--- src/rtl/dcim_sram_pkg.sv ---
// -----------------------------------------------------------------------------
// dcim_sram_pkg
//
// Shared definitions for the DCIM SRAM initiator (dcim_sram_ctrl):
//   - state_t       : controller FSM states
//   - AW_DEFAULT    : default word-address width (16-word macro)
//   - DW_DEFAULT    : default data word width
//   - CE_IDLE / CE_ACTIVE : macro chip-enable levels (active-low)
//   - WE_READ / WE_WRITE  : macro write-enable levels (active-low)
// -----------------------------------------------------------------------------
package dcim_sram_pkg;

    typedef enum logic [1:0] {
        INIT   = 2'd0,  // power-up zero sweep (optional build)
        IDLE   = 2'd1,  // waiting for a request
        ACCESS = 2'd2,  // the single macro access cycle
        RESP   = 2'd3   // holding read data until consumed
    } state_t;

    localparam int AW_DEFAULT = 4;
    localparam int DW_DEFAULT = 8;

    localparam logic CE_IDLE   = 1'b1;
    localparam logic CE_ACTIVE = 1'b0;
    localparam logic WE_READ   = 1'b1;
    localparam logic WE_WRITE  = 1'b0;

endpackage : dcim_sram_pkg

--- src/rtl/dcim_sram_ctrl.sv ---
// -----------------------------------------------------------------------------
// dcim_sram_ctrl
//
// Single-port initiator for the DCIM array's 6T SRAM macro. Turns a
// valid/ready request stream (write or read) into one active-low
// chip-enable / write-enable macro cycle, and returns read data on a
// valid/ready response stream. Writes produce no response.
//
// Optional build macro: DCIM_SRAM_CTRL_INIT_EN
//   When defined, reset enters INIT and the controller writes zero to every
//   macro word (address 0..DEPTH-1, one per cycle) before accepting requests.
//   When undefined, reset enters IDLE and macro contents are left untouched.
//
// Ports:
//   clk        in   1   clock, all logic on posedge
//   rst_n      in   1   synchronous active-low reset
//   req_valid  in   1   request valid
//   req_ready  out  1   request accepted on req_valid && req_ready at posedge
//   req_write  in   1   1 = write, 0 = read
//   req_addr   in   AW  word address
//   req_wdata  in   DW  write data (ignored for reads)
//   rsp_valid  out  1   read data valid
//   rsp_ready  in   1   consumer accepts the response
//   rsp_rdata  out  DW  read data
//   sram_ce_n  out  1   macro chip enable, 0 = access
//   sram_we_n  out  1   macro write enable, 0 = write, 1 = read
//   sram_addr  out  AW  macro address (also the INIT sweep counter)
//   sram_wd    out  DW  macro write data
//   sram_rd    in   DW  macro read data, valid from mid-cycle of a read
//   busy       out  1   high whenever the FSM is not in IDLE
// -----------------------------------------------------------------------------
module dcim_sram_ctrl
    import dcim_sram_pkg::*;
#(
    parameter int AW = AW_DEFAULT,
    parameter int DW = DW_DEFAULT
) (
    input  logic          clk,
    input  logic          rst_n,
    input  logic          req_valid,
    output logic          req_ready,
    input  logic          req_write,
    input  logic [AW-1:0] req_addr,
    input  logic [DW-1:0] req_wdata,
    output logic          rsp_valid,
    input  logic          rsp_ready,
    output logic [DW-1:0] rsp_rdata,
    output logic          sram_ce_n,
    output logic          sram_we_n,
    output logic [AW-1:0] sram_addr,
    output logic [DW-1:0] sram_wd,
    input  logic [DW-1:0] sram_rd,
    output logic          busy
);

`ifdef DCIM_SRAM_CTRL_INIT_EN
    localparam int            DEPTH     = 2 ** AW;
    localparam logic [AW-1:0] LAST_ADDR = AW'(DEPTH - 1);
    localparam state_t        RST_STATE = INIT;
`else
    localparam state_t        RST_STATE = IDLE;
`endif

    state_t state;

    // Handshake/status flags are pure decodes of the state register, so no
    // combinational path runs from req_* to any output.
    assign req_ready = (state == IDLE);
    assign busy      = (state != IDLE);

    // NOTE: one clocked block owns all state and every macro-side output, and
    // assigns them with non-blocking <= so every register updates from the
    // same pre-edge values. The reset is synchronous: it is just the first
    // branch inside the posedge block, not part of the sensitivity list.
    always_ff @(posedge clk) begin
        if (!rst_n) begin
            state     <= RST_STATE;
            sram_ce_n <= CE_IDLE;
            sram_we_n <= WE_READ;
            sram_addr <= '0;
            sram_wd   <= '0;
            rsp_valid <= 1'b0;
            rsp_rdata <= '0;
        end else begin
            case (state)
`ifdef DCIM_SRAM_CTRL_INIT_EN
                // ce_n still high means we are on the first cycle out of
                // reset: start the sweep at address 0. Afterwards ce_n/we_n
                // stay low and sram_addr steps once per write cycle.
                INIT: begin
                    sram_wd <= '0;
                    if (sram_ce_n == CE_IDLE) begin
                        sram_ce_n <= CE_ACTIVE;
                        sram_we_n <= WE_WRITE;
                        sram_addr <= '0;
                    end else if (sram_addr == LAST_ADDR) begin
                        sram_ce_n <= CE_IDLE;
                        sram_we_n <= WE_READ;
                        state     <= IDLE;
                    end else begin
                        sram_addr <= sram_addr + 1'b1;
                    end
                end
`endif
                IDLE: begin
                    if (req_valid) begin
                        sram_addr <= req_addr;
                        sram_wd   <= req_wdata;
                        sram_ce_n <= CE_ACTIVE;
                        sram_we_n <= req_write ? WE_WRITE : WE_READ;
                        state     <= ACCESS;
                    end
                end

                // The macro commits a write at this edge; for a read its data
                // has been on sram_rd since the mid-cycle negedge.
                ACCESS: begin
                    sram_ce_n <= CE_IDLE;
                    sram_we_n <= WE_READ;
                    if (sram_we_n == WE_READ) begin
                        rsp_rdata <= sram_rd;
                        rsp_valid <= 1'b1;
                        state     <= RESP;
                    end else begin
                        state     <= IDLE;
                    end
                end

                RESP: begin
                    if (rsp_ready) begin
                        rsp_valid <= 1'b0;
                        state     <= IDLE;
                    end
                end

                default: begin
                    state <= IDLE;
                end
            endcase
        end
    end

endmodule : dcim_sram_ctrl

--- config.mk ---
export PLATFORM = sky130hd
export DESIGN_NAME = dcim_sram_ctrl
export DESIGN_NICKNAME = d
export VERILOG_FILES = /design/src/rtl/dcim_sram_pkg.sv /design/src/rtl/dcim_sram_ctrl.sv
export SDC_FILE = /design/constraint.sdc
export NUM_CORES = 1
export LEC_CHECK = 0
export ABC_CLOCK_PERIOD_IN_PS = 2000
export BUFFER_PORTS_ARGS = -buffer_cell sky130_fd_sc_hd__buf_2
export CAP_MARGIN = 30
export CORE_MARGIN = 4
export CORE_UTILIZATION = 44
export CTS_CLUSTER_SIZE = 8
export DETAILED_ROUTE_END_ITERATION = 12
export GPL_ROUTABILITY_DRIVEN = 1
export HOLD_SLACK_MARGIN = 0.08
export MAX_ROUTING_LAYER = met4
export PLACE_DENSITY_LB_ADDON = 0.3
export RECOVER_POWER = 25
export SLEW_MARGIN = 20
export SYNTH_ARGS = -nofsm -noshare
export SYNTH_HDL_FRONTEND = slang
export SYNTH_SLANG_ARGS = --single-unit
--- constraint.sdc ---
create_clock -name clk -period 2 [get_ports clk]
set_input_delay 0 -clock clk [delete_from_list [all_inputs] [get_ports clk]]
set_output_delay 0 -clock clk [all_outputs]
set_load 0.02 [all_outputs]
Yosys cells after proc, flatten, opt, wreduce, memory -nomap -nowiden

Index checks and enable logic that the tools add are counted.

Eq/ne operators: 7
Multiplexer cells: 12
Reduce and logical (&&, ||, !) cells: 7

Operators by type and width:

| kind                                                                   | count |
|---|---|
| 2-bit AND reduction                                                    | 4 |
| 2-bit 2-to-1 mux                                                       | 3 |
| 2-bit != test (second input constant)                                  | 3 |
| 1-bit case mux with 2 select lines                                     | 3 |
| 2-bit case mux with 3 select lines                                     | 1 |
| 1-bit 2-to-1 mux                                                       | 5 |
| 2-bit equality test (second input constant)                            | 2 |
| 2-bit nonzero test                                                     | 2 |
| 3-bit AND reduction                                                    | 1 |
| 2-bit by 1-bit equality test with 1-bit output (second input constant) | 1 |
| 2-bit by 1-bit != test with 1-bit output (second input constant)       | 1 |

Register bits: 25
Bits of input ports: 25
Word-level logic and storage cells: 33

Logic depth before layout (Yosys ltp)

Gate-level depths: netlist of run 1.

Word-level depth: 3
Depth in mapped cells: 6

Worst setup path before layout of run 1

OpenSTA, ideal clock, no wires.

Path type: register -> register
Start point: register state[1]
End point: register state[1]
Library setup time: 70 ps
Arrival time: 1493 ps
Data required time: 1930 ps
Slack: 437 ps
Cell stages (with the launch flop): 6
Buffers on the path: 0
Period minus slack after synthesis: 1563 ps
Cell sequence: dfxtp_1 -> inv_1 -> ha_1 -> nor2b_1 -> or4_1 -> a21boi_1

Longest elaborated chain between the ends: 3
Elaborated cells between the ends (all ways): 7

RTL lines:

| what                                               | line                  | text |
|---|---|---|
| from (decl)                                        | dcim_sram_ctrl.sv:64  | `state_t state;` |
| from (signal assigned)                             | dcim_sram_ctrl.sv:77  | `state <= RST_STATE;` |
| from (signal assigned)                             | dcim_sram_ctrl.sv:111 | `state <= ACCESS;` |
| from (signal assigned)                             | dcim_sram_ctrl.sv:123 | `state <= RESP;` |
| 2-bit by 1-bit equality test with 1-bit output (*) | n/a                   |  |
| named net req_ready                                | dcim_sram_ctrl.sv:41  | `output logic req_ready,` |
| 2-bit != test (no line)                            | n/a                   |  |
| 2-bit AND reduction (no line)                      | n/a                   |  |

Mark *: on every way through the listed nets, which the timed path passes. The rest lies on a longest branch.
A chain may end at the register's enable or synchronous reset.

Worst setup path in the final report of run 1

Start point: register state[0]
End point: register state[1]

Longest elaborated chain between the ends: 3
Elaborated cells between the ends (all ways): 7

RTL lines:

| what                                                                                         | line                 | text |
|---|---|---|
| 2-bit by 1-bit equality test with 1-bit output / 2-bit equality test (equally long branches) | dcim_sram_ctrl.sv:85 | `case (state)` |
| 2-bit != test (no line)                                                                      | n/a                  |  |
| 2-bit AND reduction (no line)                                                                | n/a                  |  |

Several ways; a longest one is shown, not always the timed one.

==> key figures, run 1 <==
Synth
  – Most frequent cell after synthesis: nand2_1
  – Syn Area/Cell: 8.61 µm²
  – Area leader, netlist: dfxtp_1
  – Ys flop type: dfxtp_1
  – Post-Syn Instances: 121
  – Top cells by count, synth: nand2_1 (37), dfxtp_1 (25), a21boi_0 (20)
  – Seq/Total Area, Yosys: 48.0%
  – FF+latch count, synth: 25
  – Yosys cell types: 21
  – Yosys warning total: 0
  – Top cell type's share of synthesized area: roughly half
  – Syn nets: 150
  – Post-synth EDFFs: 0
  – FFs w/ async S/R, synth: 0%
  – Synth top area cells: dfxtp_1 (48%), a21boi_0 (14%), nand2_1 (13%)
  – Area of the mapped netlist: 1040 µm²

Clock network
  – Latest clock arrival within the worst-skew pair: 0.32 ns
  – CTS Buf Count: 3
  – Root Driver: clkbuf_4
  – Clock Sinks: 25
  – TritonCTS clock tree: yes
  – # H-tree levels: 1
  – Clk pin slew, worst setup/hold paths: 0.14 ns
  – Setup repair bufs after CTS: 0
  – CTS max path bufs: 2
  – Post-CTS sizing: 0

Floorplanning
  – Core area: 2230 µm²
  – Die height: 56.7 µm
  – Overall die width: 56.7 µm
  – # IOs: 50
  – Full die area: 3210 µm²
  – Std cell rows: 17
  – Initial Util: 46.7%

Critical path
  – Critical path class: register to register
  – Type of destination of the critical path: register
  – Crit start category: register
  – WP data required: 2.26 ns
  – Worst reg2reg startpoint: state[0]
  – CP arrival: 1.88 ns
  – Critical path startpoint: state[0]
  – Worst-path maximum fanout: 14

Finish
  – N_diodes: 0
  – Post-route cell area: ~1500 µm²
  – Fill count: 195
  – Cell Count, Final, Fillers Out: between 200 and 250
  – Ratio of cells with drive above 1 in the final layout: ~23%
  – Area delta synth->final: 48.0%
  – Layout net count: between 200 and 250
  – Post-layout util: 69.1%

STA
  – Hold_ws: 0.102 ns
  – Fin. Hold Viols: 0
  – RSZ-0062 raised after global routing: false
  – Final worst slack: 0.387 ns
  – Clk_skew: 0.00661 ns
  – Max-slew headroom: a little over two thirds
  – Post-route minimum period: 1.61 ns
  – Setup TNS Final: 0 ns
  – Period utilisation layout: 80.6%
  – Max-slew violation count: 0
  – Slew at the pin with the worst max-slew slack: 0.442 ns
  – Final setup viols: 0
  – Max Fclk: just over 0.6 GHz

Global routing
  – GRT Total Usage: 18.6%
  – Initial antenna violation count: 0
  – Most crowded layer after global routing: met2
  – First-pass GRT wire length: 4540 µm
  – Pin count of the biggest net entering global routing: 26
  – Met3 Use GR: 3.45%
  – M1 GR Usage: between 20% and 30%
  – GRT overflow: 0
  – Vias in the first global route: roughly 1000
  – Global routing usage on met2: 29.9%

Placed design
  – Placed cell areas: 1300 µm²
  – GP Congestion: 0.795
  – Port buffer count: 49
  – Post-DP HPWL: 1750 µm
  – Post-Place Worst Slack: 0.419 ns
  – Dpl cells: ~190

Route
  – # DRC: 0
  – Starting DRT DRC Count: 15
  – DRT Wirelength: between 2000 and 3000 µm
  – Wire length per cell: 12.7 µm
  – Initial DRT Pass Iterations: 4
  – Routed via count: about 1000
  – Via density: 4.79
  – DRT antenna net count: 0

Flow run
  – Max-Cap Viols: 0

Power
  – Overall Power: 1.48 mW
  – Leak: 0.655 nW
  – Pwr dens: between 900 and 1000 nW/µm²
  – Peak VDD IR: between 800 and 900 µV

Hold path
  – Worst hold-check path type: input pin to register
  – Hold path startpoint: req_valid

Status
  – Outcome: completed
## logic make-up after synthesis
logic type,count (synthesis),synth area share (%)
AND/OR/NAND/NOR,53,22.6
AO/OA/AOI/OAI,29,20.0
flip-flops,25,48.0
buffers and inverters,9,3.48
adder cells (fa/ha/maj),4,4.80
multiplexers,1,1.08
## worst max-delay path: stages (launching register included)
cell and delay (ns):
dfxtp_1 0.38, inv_1 0.07, ha_1 0.42, a21oi_1 0.13, or4_1 0.42, a21boi_1 0.14
## metal layers
layer / vias up / share of wire [%]
li1: 546 / -
met4: 0 / 3.0
met5: - / 0
met2: 32 / 48
met3: 8 / 5.2
met1: 462 / 43
## layout make-up
cell class	instances	area (µm²)	area share, %
clock inverter	1	7.51	0.487
clock buffer	3	22.5	1.46
inverter	3	11.3	0.730
multi-input combinational	87	505	32.8
sequential	25	500	32.4
tap	28	35.0	2.27
timing repair buffer	72	460	29.8
## power breakdown
| group | switching [mW] | internal, mW |
|---|---|---|
| Sequential | 0.0628 | 0.583 |
| Combinational | 0.370 | 0.240 |
| Clock | 0.148 | 0.0763 |
| Total | 0.581 | 0.899 |
## sequential cells by signal (all words and copies together) (netlist names)
signal     count
rsp_rdata      8
sram_wd        8
sram_addr      4
state          2
rsp_valid      1
sram_ce_n      1
sram_we_n      1
## what timing repair did
action	in CTS	in global routing
endpoints found under the setup margin	0	0
hold endpoints to repair	24	0
hold buffers	23	0
## path summary, 6_finish.rpt
path / end / slack [ns] / depth (start not counted)
setup / recovery: state[1] / 0.39 / 5
hold / removal: sram_we_n / 0.10 / 4
setup reg to reg: state[1] / 0.39 / 5
hold reg to reg: sram_wd[2] / 0.47 / 2
## placed cells by master (no fill, tap or decap)
cell type / instances
a21boi_0: 20
a21boi_1: 1
a21oi_1: 2
a32oi_1: 1
and2_1: 1
and3b_2: 1
buf_2: 37
clkbuf_1: 12
clkbuf_4: 3
clkinvlp_4: 1
dfxtp_1: 25
dlygate4sd3_1: 23
ha_1: 4
inv_1: 3
mux2_2: 1
nand2_1: 37
nand3_1: 8
nor2b_1: 3
o21ai_0: 3
o2bb2ai_1: 1
o311ai_0: 1
or2_2: 1
or2b_1: 1
or4_1: 1
Power figures use the tool's default switching activity.
==> run 2, diff against run 1 <==
--- a/config.mk
+++ b/config.mk
@@ -5,7 +5,7 @@
 export SDC_FILE = /design/constraint.sdc
 export NUM_CORES = 1
 export LEC_CHECK = 0
-export ABC_CLOCK_PERIOD_IN_PS = 2000
+export ABC_CLOCK_PERIOD_IN_PS = 1600
 export BUFFER_PORTS_ARGS = -buffer_cell sky130_fd_sc_hd__buf_2
 export CAP_MARGIN = 30
 export CORE_MARGIN = 4
==> constraint.sdc (replaced) <==
create_clock -name clk -period 1.6 [get_ports clk]
set_input_delay 0 -clock clk [delete_from_list [all_inputs] [get_ports clk]]
set_output_delay 0 -clock clk [all_outputs]
set_load 0.02 [all_outputs]
==> run 2 against run 1 <==
Worst setup slack got worse by 0.28 ns. Wire length rose by 0.11%. First-iteration DRC count fell by 20%. Die area did not move. Register-to-register slack got worse by 0.28 ns. Core utilization rose by 0.78 points. Global-route usage rose by 0.33 points. Critical path type unchanged. Largest power group unchanged.
==> key figures, run 2 (synthesis results as in run 1) <==
Clock network
  – Clock Sinks: 25 (unchanged)
  – Root Driver: clkbuf_4 (unchanged)
  – Latest clock arrival within the worst-skew pair: 0.31 ns (was 0.32 ns)
  – CTS Buf Count: 3 (unchanged)
  – CTS max path bufs: 2 (unchanged)
  – TritonCTS clock tree: yes (unchanged)
  – Clk pin slew, worst setup/hold paths: 0.13 ns (was 0.14 ns)
  – # H-tree levels: 1 (unchanged)

Finish
  – Fill count: 194 (was 195)
  – Ratio of cells with drive above 1 in the final layout: 25.4% (was 23.0%)
  – Biggest regs: rsp_rdata x8, sram_wd x8, sram_addr x4 (unchanged)
  – Most frequent cells in the layout: nand2_1 (37), buf_2 (37), dlygate4sd3_1 (23), dfxtp_1 (23), a21boi_0 (20) (was nand2_1 (37), buf_2 (37), dfxtp_1 (25))
  – N_diodes: 0 (unchanged)
  – Layout net count: 223 (was 221)
  – Area delta synth->final: 49.7% (was 48.0%)

Power
  – Leak: 0.666 nW (was 0.655 nW)
  – Combinational Power Share: 42.4% (was 41.2%)
  – P_sw: 0.722 mW (was 0.581 mW)
  – Sw frac: 38.4% (was 39.3%)
  – Peak VDD IR: 866 µV (was 809 µV)
  – Clock power frac: 14.4% (was 15.2%)
  – Overall Power: 1.88 mW (was 1.48 mW)
  – Reg power frac: 43.3% (was 43.6%)
  – Pwr dens: 1210 nW/µm² (was 959 nW/µm²)
  – Pint: 1.16 mW (was 0.899 mW)

Critical path
  – Slowest stage delay, CP: 0.50 ns (was 0.42 ns)
  – CP arrival: 1.74 ns (was 1.88 ns)
  – Crit start category: register (unchanged)
  – WP buf/inv: 1 (unchanged)
  – Worst-path maximum fanout: 4 (was 14)
  – Slowest CP cell: or4_1 (was ha_1)
  – Worst-path cell chain: inv_1 > ha_1 > nor2b_2 > or4_1 > a21boi_1 (was inv_1 > ha_1 > a21oi_1 > or4_1 > a21boi_1)
  – Crit-path leading delay family: simple AND/OR/NAND/NOR gates (was adder cells)
  – WP data required: 1.84 ns (was 2.26 ns)
  – Critical path class: register to register (unchanged)
  – Type of destination of the critical path: register (unchanged)

Flow run
  – Max-Cap Viols: 0 (unchanged)

Global routing
  – Vias in the first global route: 1120 (was 992)
  – GRT overflow: 0 (unchanged)
  – Initial antenna violation count: 0 (unchanged)
  – GRT Total Usage: 18.9% (was 18.6%)
  – First-pass GRT wire length: 4770 µm (was 4540 µm)
  – Pin count of the biggest net entering global routing: 26 (unchanged)

Floorplanning
  – Core area: 2230 µm² (unchanged)
  – Die height: 56.7 µm (unchanged)
  – Initial Util: 46.7% (unchanged)
  – # IOs: 50 (unchanged)
  – Overall die width: 56.7 µm (unchanged)
  – Std cell rows: 17 (unchanged)
  – Full die area: 3210 µm² (unchanged)

Placed design
  – GP Congestion: 0.791 (was 0.795)
  – Post-Place Worst Slack: 0.0800 ns (was 0.419 ns)
  – Port buffer count: 49 (unchanged)
  – Post-DP HPWL: 1820 µm (was 1750 µm)

STA
  – Hold_ws: 0.130 ns (was 0.102 ns)
  – Final worst slack: 0.107 ns (was 0.387 ns)
  – Max Fclk: 0.670 GHz (was 0.620 GHz)
  – Slew at the pin with the worst max-slew slack: 0.477 ns (was 0.442 ns)
  – Post-route minimum period: 1.49 ns (was 1.61 ns)
  – Period utilisation layout: 93.3% (was 80.6%)
  – Max-slew violation count: 0 (unchanged)
  – Final setup viols: 0 (unchanged)
  – Max-slew headroom: 68.2% (was 70.5%)
  – Fin. Hold Viols: 0 (unchanged)
  – Clk_skew: 0.00669 ns (was 0.00661 ns)

Hold path
  – Worst hold-check path type: input pin to register (unchanged)

Route
  – # DRC: 0 (unchanged)
  – Via density: 4.83 (was 4.79)
  – Starting DRT DRC Count: 12 (was 15)
  – Routed via count: 1067 (was 1048)
  – DRT Wirelength: 2780 µm (was 2770 µm)
  – DRT antenna net count: 0 (unchanged)
  – Initial DRT Pass Iterations: 4 (unchanged)
  – Wire length per cell: 12.6 µm (was 12.7 µm)

Status
  – Outcome: completed (unchanged)
run 2: power by group through the flow:
stage	clock network, mW	registers [mW]	logic [mW]
after floorplan	0	0.906	0.417
after global placement	0	0.812	0.722
after detailed placement	0	0.821	0.756
after CTS	0.284	0.807	0.804
after global routing	0.307	0.831	0.891
final	0.270	0.814	0.797
run 2: path summary, 6_finish.rpt:
check	start	endpoint	slack, ns	cells past startpoint
worst max-delay path	state[1]	state[1]	0.11	5
worst min-delay path	req_valid	sram_we_n	0.13	4
worst max register to register	state[1]	state[1]	0.11	5
worst min register to register	sram_wd[2]	sram_wd[2]	0.47	2
run 2: area by class of cell:
| class | instances | area, µm² | share of cell area [%] |
|---|---|---|---|
| multi-input combinational | 87 | 509 | 32.6 |
| timing repair buffer | 74 | 475 | 30.5 |
| tap | 28 | 35.0 | 2.25 |
| clock buffer | 4 | 26.3 | 1.68 |
| sequential | 25 | 503 | 32.2 |
| inverter | 3 | 11.3 | 0.722 |
run 2: through the flow:
| step | cell area, µm² | instances | setup TNS [ns] | util, % |
|---|---|---|---|---|
| 2_1_floorplan | 1040 | 121 | 0 | - |
| 3_3_place_gp | 1310 | 194 | 0 | 58.8 |
| 3_5_place_dp | 1310 | 194 | 0 | 58.8 |
| 4_1_cts | 1570 | 221 | 0 | 70.3 |
| 5_1_grt | 1560 | 221 | -0.00924 | 69.9 |
| 6_report | 1560 | 221 | 0 | 69.9 |
run 2: worst register-to-register path: cells and delay by family, from the launching register on:
family,cells,cell delay [ns]
buffers and inverters,1,0.06
DFF,1,0.38
and+or+nand+nor,2,0.67
adders and majority gates,1,0.19
AOI/OAI and AO/OA,1,0.14
run 2: routing by layer:
layer | up-vias | GRT usage [%] | wire, µm
met5 | - | - | 0
met4 | 0 | 6.44 | 57
met3 | 6 | 3.68 | 142
met2 | 28 | 33.3 | 1440
met1 | 486 | 21.2 | 1130
li1 | 547 | - | -
run 2: repair_timing:
action,in CTS,in global routing
endpoints found under the setup margin,0,2
buffers inserted,0,0
hold endpoints to repair,23,0
resized for setup,0,4
hold buffers,23,0
==> run 3, diff against run 2 <==
--- a/config.mk
+++ b/config.mk
@@ -6,12 +6,12 @@
 export NUM_CORES = 1
 export LEC_CHECK = 0
 export ABC_CLOCK_PERIOD_IN_PS = 1600
-export BUFFER_PORTS_ARGS = -buffer_cell sky130_fd_sc_hd__buf_2
 export CAP_MARGIN = 30
 export CORE_MARGIN = 4
-export CORE_UTILIZATION = 44
+export CORE_UTILIZATION = 55
 export CTS_CLUSTER_SIZE = 8
 export DETAILED_ROUTE_END_ITERATION = 12
+export DONT_BUFFER_PORTS = 1
 export GPL_ROUTABILITY_DRIVEN = 1
 export HOLD_SLACK_MARGIN = 0.08
 export MAX_ROUTING_LAYER = met4
==> run 3 against run 2 <==
Sequential share of layout area is 4.8 points higher. Fmax is 0.92% lower. First-iteration DRC count down 42%. Worst setup slack worse by 0.014 ns. Sequential power is 13% higher. Combinational power decreased by 24%. Core utilization is 6.9 points higher. Clock power is 7% higher. Clock skew fell by 0.0039 ns. Count of clock-buffer cells in the layout decreased by 1. Critical endpoint unchanged.
==> key figures, run 3 (synthesis results as in run 1) <==
STA
  – Max Fclk: 0.663 GHz (was 0.670 GHz)
  – Post-route minimum period: 1.51 ns (was 1.49 ns)
  – RSZ-0062 raised after global routing: false
  – Slew at the pin with the worst max-slew slack: 0.708 ns (was 0.477 ns)
  – Max-slew violation count: 0 (unchanged)
  – Final worst slack: 0.0926 ns (was 0.107 ns)
  – Final setup viols: 0 (unchanged)
  – Period utilisation layout: 94.2% (was 93.3%)
  – Setup TNS Final: 0 ns (unchanged)
  – Clk_skew: 0.00279 ns (was 0.00669 ns)
  – Max-slew headroom: 52.6% (was 68.2%)
  – Fin. Hold Viols: 0 (unchanged)

Route
  – # DRC: 0 (unchanged)
  – DR WL met3: 167 µm (was 142 µm)
  – Wire length per cell: 14.9 µm (was 12.6 µm)
  – Routed wl met2: 1330 µm (was 1440 µm)
  – DRT Wirelength: 2560 µm (was 2780 µm)
  – WL met1: 1010 µm (was 1130 µm)
  – Starting DRT DRC Count: 7 (was 12)
  – DR top layer: met4 (unchanged)
  – Routed via count: 922 (was 1067)
  – Via density: 5.36 (was 4.83)
  – Initial DRT Pass Iterations: 4 (unchanged)
  – DRT antenna net count: 0 (unchanged)

Placed design
  – Port buffer count: 0 (was 49)
  – Post-Place Worst Slack: 0.0720 ns (was 0.0800 ns)
  – GP Congestion: 0.745 (was 0.791)
  – Post-DP HPWL: 1630 µm (was 1820 µm)

Critical path
  – WP buf/inv: 1 (unchanged)
  – Crit start category: register (unchanged)
  – Slowest CP cell: or4_1 (unchanged)
  – Slowest stage delay, CP: 0.52 ns (was 0.50 ns)
  – Crit-path leading delay family: simple AND/OR/NAND/NOR gates (unchanged)
  – Critical path class: register to register (unchanged)
  – WP data required: 1.86 ns (was 1.84 ns)
  – Worst-path maximum fanout: 4 (unchanged)
  – Type of destination of the critical path: register (unchanged)
  – Worst-path cell chain: inv_1 > ha_1 > nor2b_1 > or4_1 > a21boi_1 (was inv_1 > ha_1 > nor2b_2 > or4_1 > a21boi_1)
  – CP arrival: 1.77 ns (was 1.74 ns)

Clock network
  – Clock Sinks: 25 (unchanged)
  – Latest clock arrival within the worst-skew pair: 0.32 ns (was 0.31 ns)
  – # H-tree levels: 1 (unchanged)
  – CTS Buf Count: 3 (unchanged)
  – TritonCTS clock tree: yes (unchanged)
  – CTS max path bufs: 2 (unchanged)
  – Root Driver: clkbuf_4 (unchanged)
  – Clk pin slew, worst setup/hold paths: 0.14 ns (was 0.13 ns)

Global routing
  – GRT Total Usage: 21.9% (was 18.9%)
  – Initial antenna violation count: 0 (unchanged)
  – Pin count of the biggest net entering global routing: 26 (unchanged)
  – Vias in the first global route: 970 (was 1120)
  – First-pass GRT wire length: 4240 µm (was 4770 µm)
  – GRT overflow: 0 (unchanged)

Hold path
  – Worst hold-check path type: input pin to register (unchanged)

Finish
  – Area occupied by multi-input gates: 509 µm² (unchanged)
  – Layout net count: 177 (was 223)
  – Register area: 502 µm² (was 503 µm²)
  – Biggest regs: rsp_rdata x8, sram_wd x8, sram_addr x4 (unchanged)
  – Area delta synth->final: 29.9% (was 49.7%)
  – N_diodes: 0 (unchanged)
  – Most common cell after layout, fill and taps aside: nand2_1
  – Most frequent cells in the layout: nand2_1 (37), dlygate4sd3_1 (24), dfxtp_1 (24) (was nand2_1 (37), buf_2 (37), dlygate4sd3_1 (23), dfxtp_1 (23), a21boi_0 (20))
  – Fill count: 135 (was 194)
  – Ratio of cells with drive above 1 in the final layout: 9.52% (was 25.4%)

Power
  – Peak VDD IR: 1190 µV (was 866 µV)
  – Leak: 0.505 nW (was 0.666 nW)
  – Pwr dens: 1340 nW/µm² (was 1210 nW/µm²)

Floorplanning
  – Full die area: 2660 µm² (was 3210 µm²)
  – # IOs: 50 (unchanged)
  – Core area: 1760 µm² (was 2230 µm²)
  – Std cell rows: 15 (was 17)
  – Overall die width: 51.5 µm (was 56.7 µm)
  – Initial Util: 59.1% (was 46.7%)
  – Die height: 51.5 µm (was 56.7 µm)

Flow run
  – Max-Cap Viols: 0 (unchanged)

Status
  – Outcome: completed (unchanged)
-- run 3: worst paths after layout --
path	startpoint	end	slack [ns]	cells after the start
max reg2reg	state[1]	state[1]	0.09	5
min	req_valid	sram_addr[1]	0.12	3
min reg2reg	state[1]	state[1]	0.53	2
max	state[1]	state[1]	0.09	5
-- run 3: final cells by class --
type	instances	share of cell area [%]
Inverter	3	0.832
Clock buffer	3	1.66
Multi-Input combinational cell	87	37.6
Clock inverter	1	0.555
Timing Repair Buffer	28	20.0
Tap cell	25	2.31
Sequential cell	25	37.1
-- run 3: layer usage --
layer  GRT usage, %  vias up
met5              -        -
met4           9.17        0
met2           38.1       35
li1               -      457
met1           24.6      424
met3           4.01        6
-- run 3: power by group --
part / leakage, nW / total (mW) / internal [mW] / switching (mW)
clock network: 0.0139 / 0.289 / 0.0956 / 0.193
logic: 0.286 / 0.607 / 0.266 / 0.341
registers: 0.205 / 0.921 / 0.732 / 0.189
total: 0.505 / 1.82 / 1.09 / 0.723
-- run 3: stage by stage --
step / std cells / cell area, µm² / utilization (%) / hold slack, ns / power (mW)
after floorplan: 121 / 1040 / - / 0.145 / 1.32
after global placement: 144 / 1080 / 61.1 / 0.0673 / 1.43
after detailed placement: 144 / 1080 / 61.1 / 0.0685 / 1.48
after CTS: 172 / 1350 / 76.5 / 0.160 / 1.81
after global routing: 172 / 1350 / 76.7 / 0.130 / 1.94
final: 172 / 1350 / 76.7 / 0.121 / 1.82
-- run 3: worst min-delay path: stages --
cell      delay (ns)
and2_2          0.26
nand2_1         0.09
a21boi_0        0.06
-- run 3: what timing repair did --
action,in CTS,in global routing
hold buffers,24,0
resized for setup,0,3
endpoints found under the hold margin,25,0
buffers inserted,0,0
setup endpoints to repair,0,3
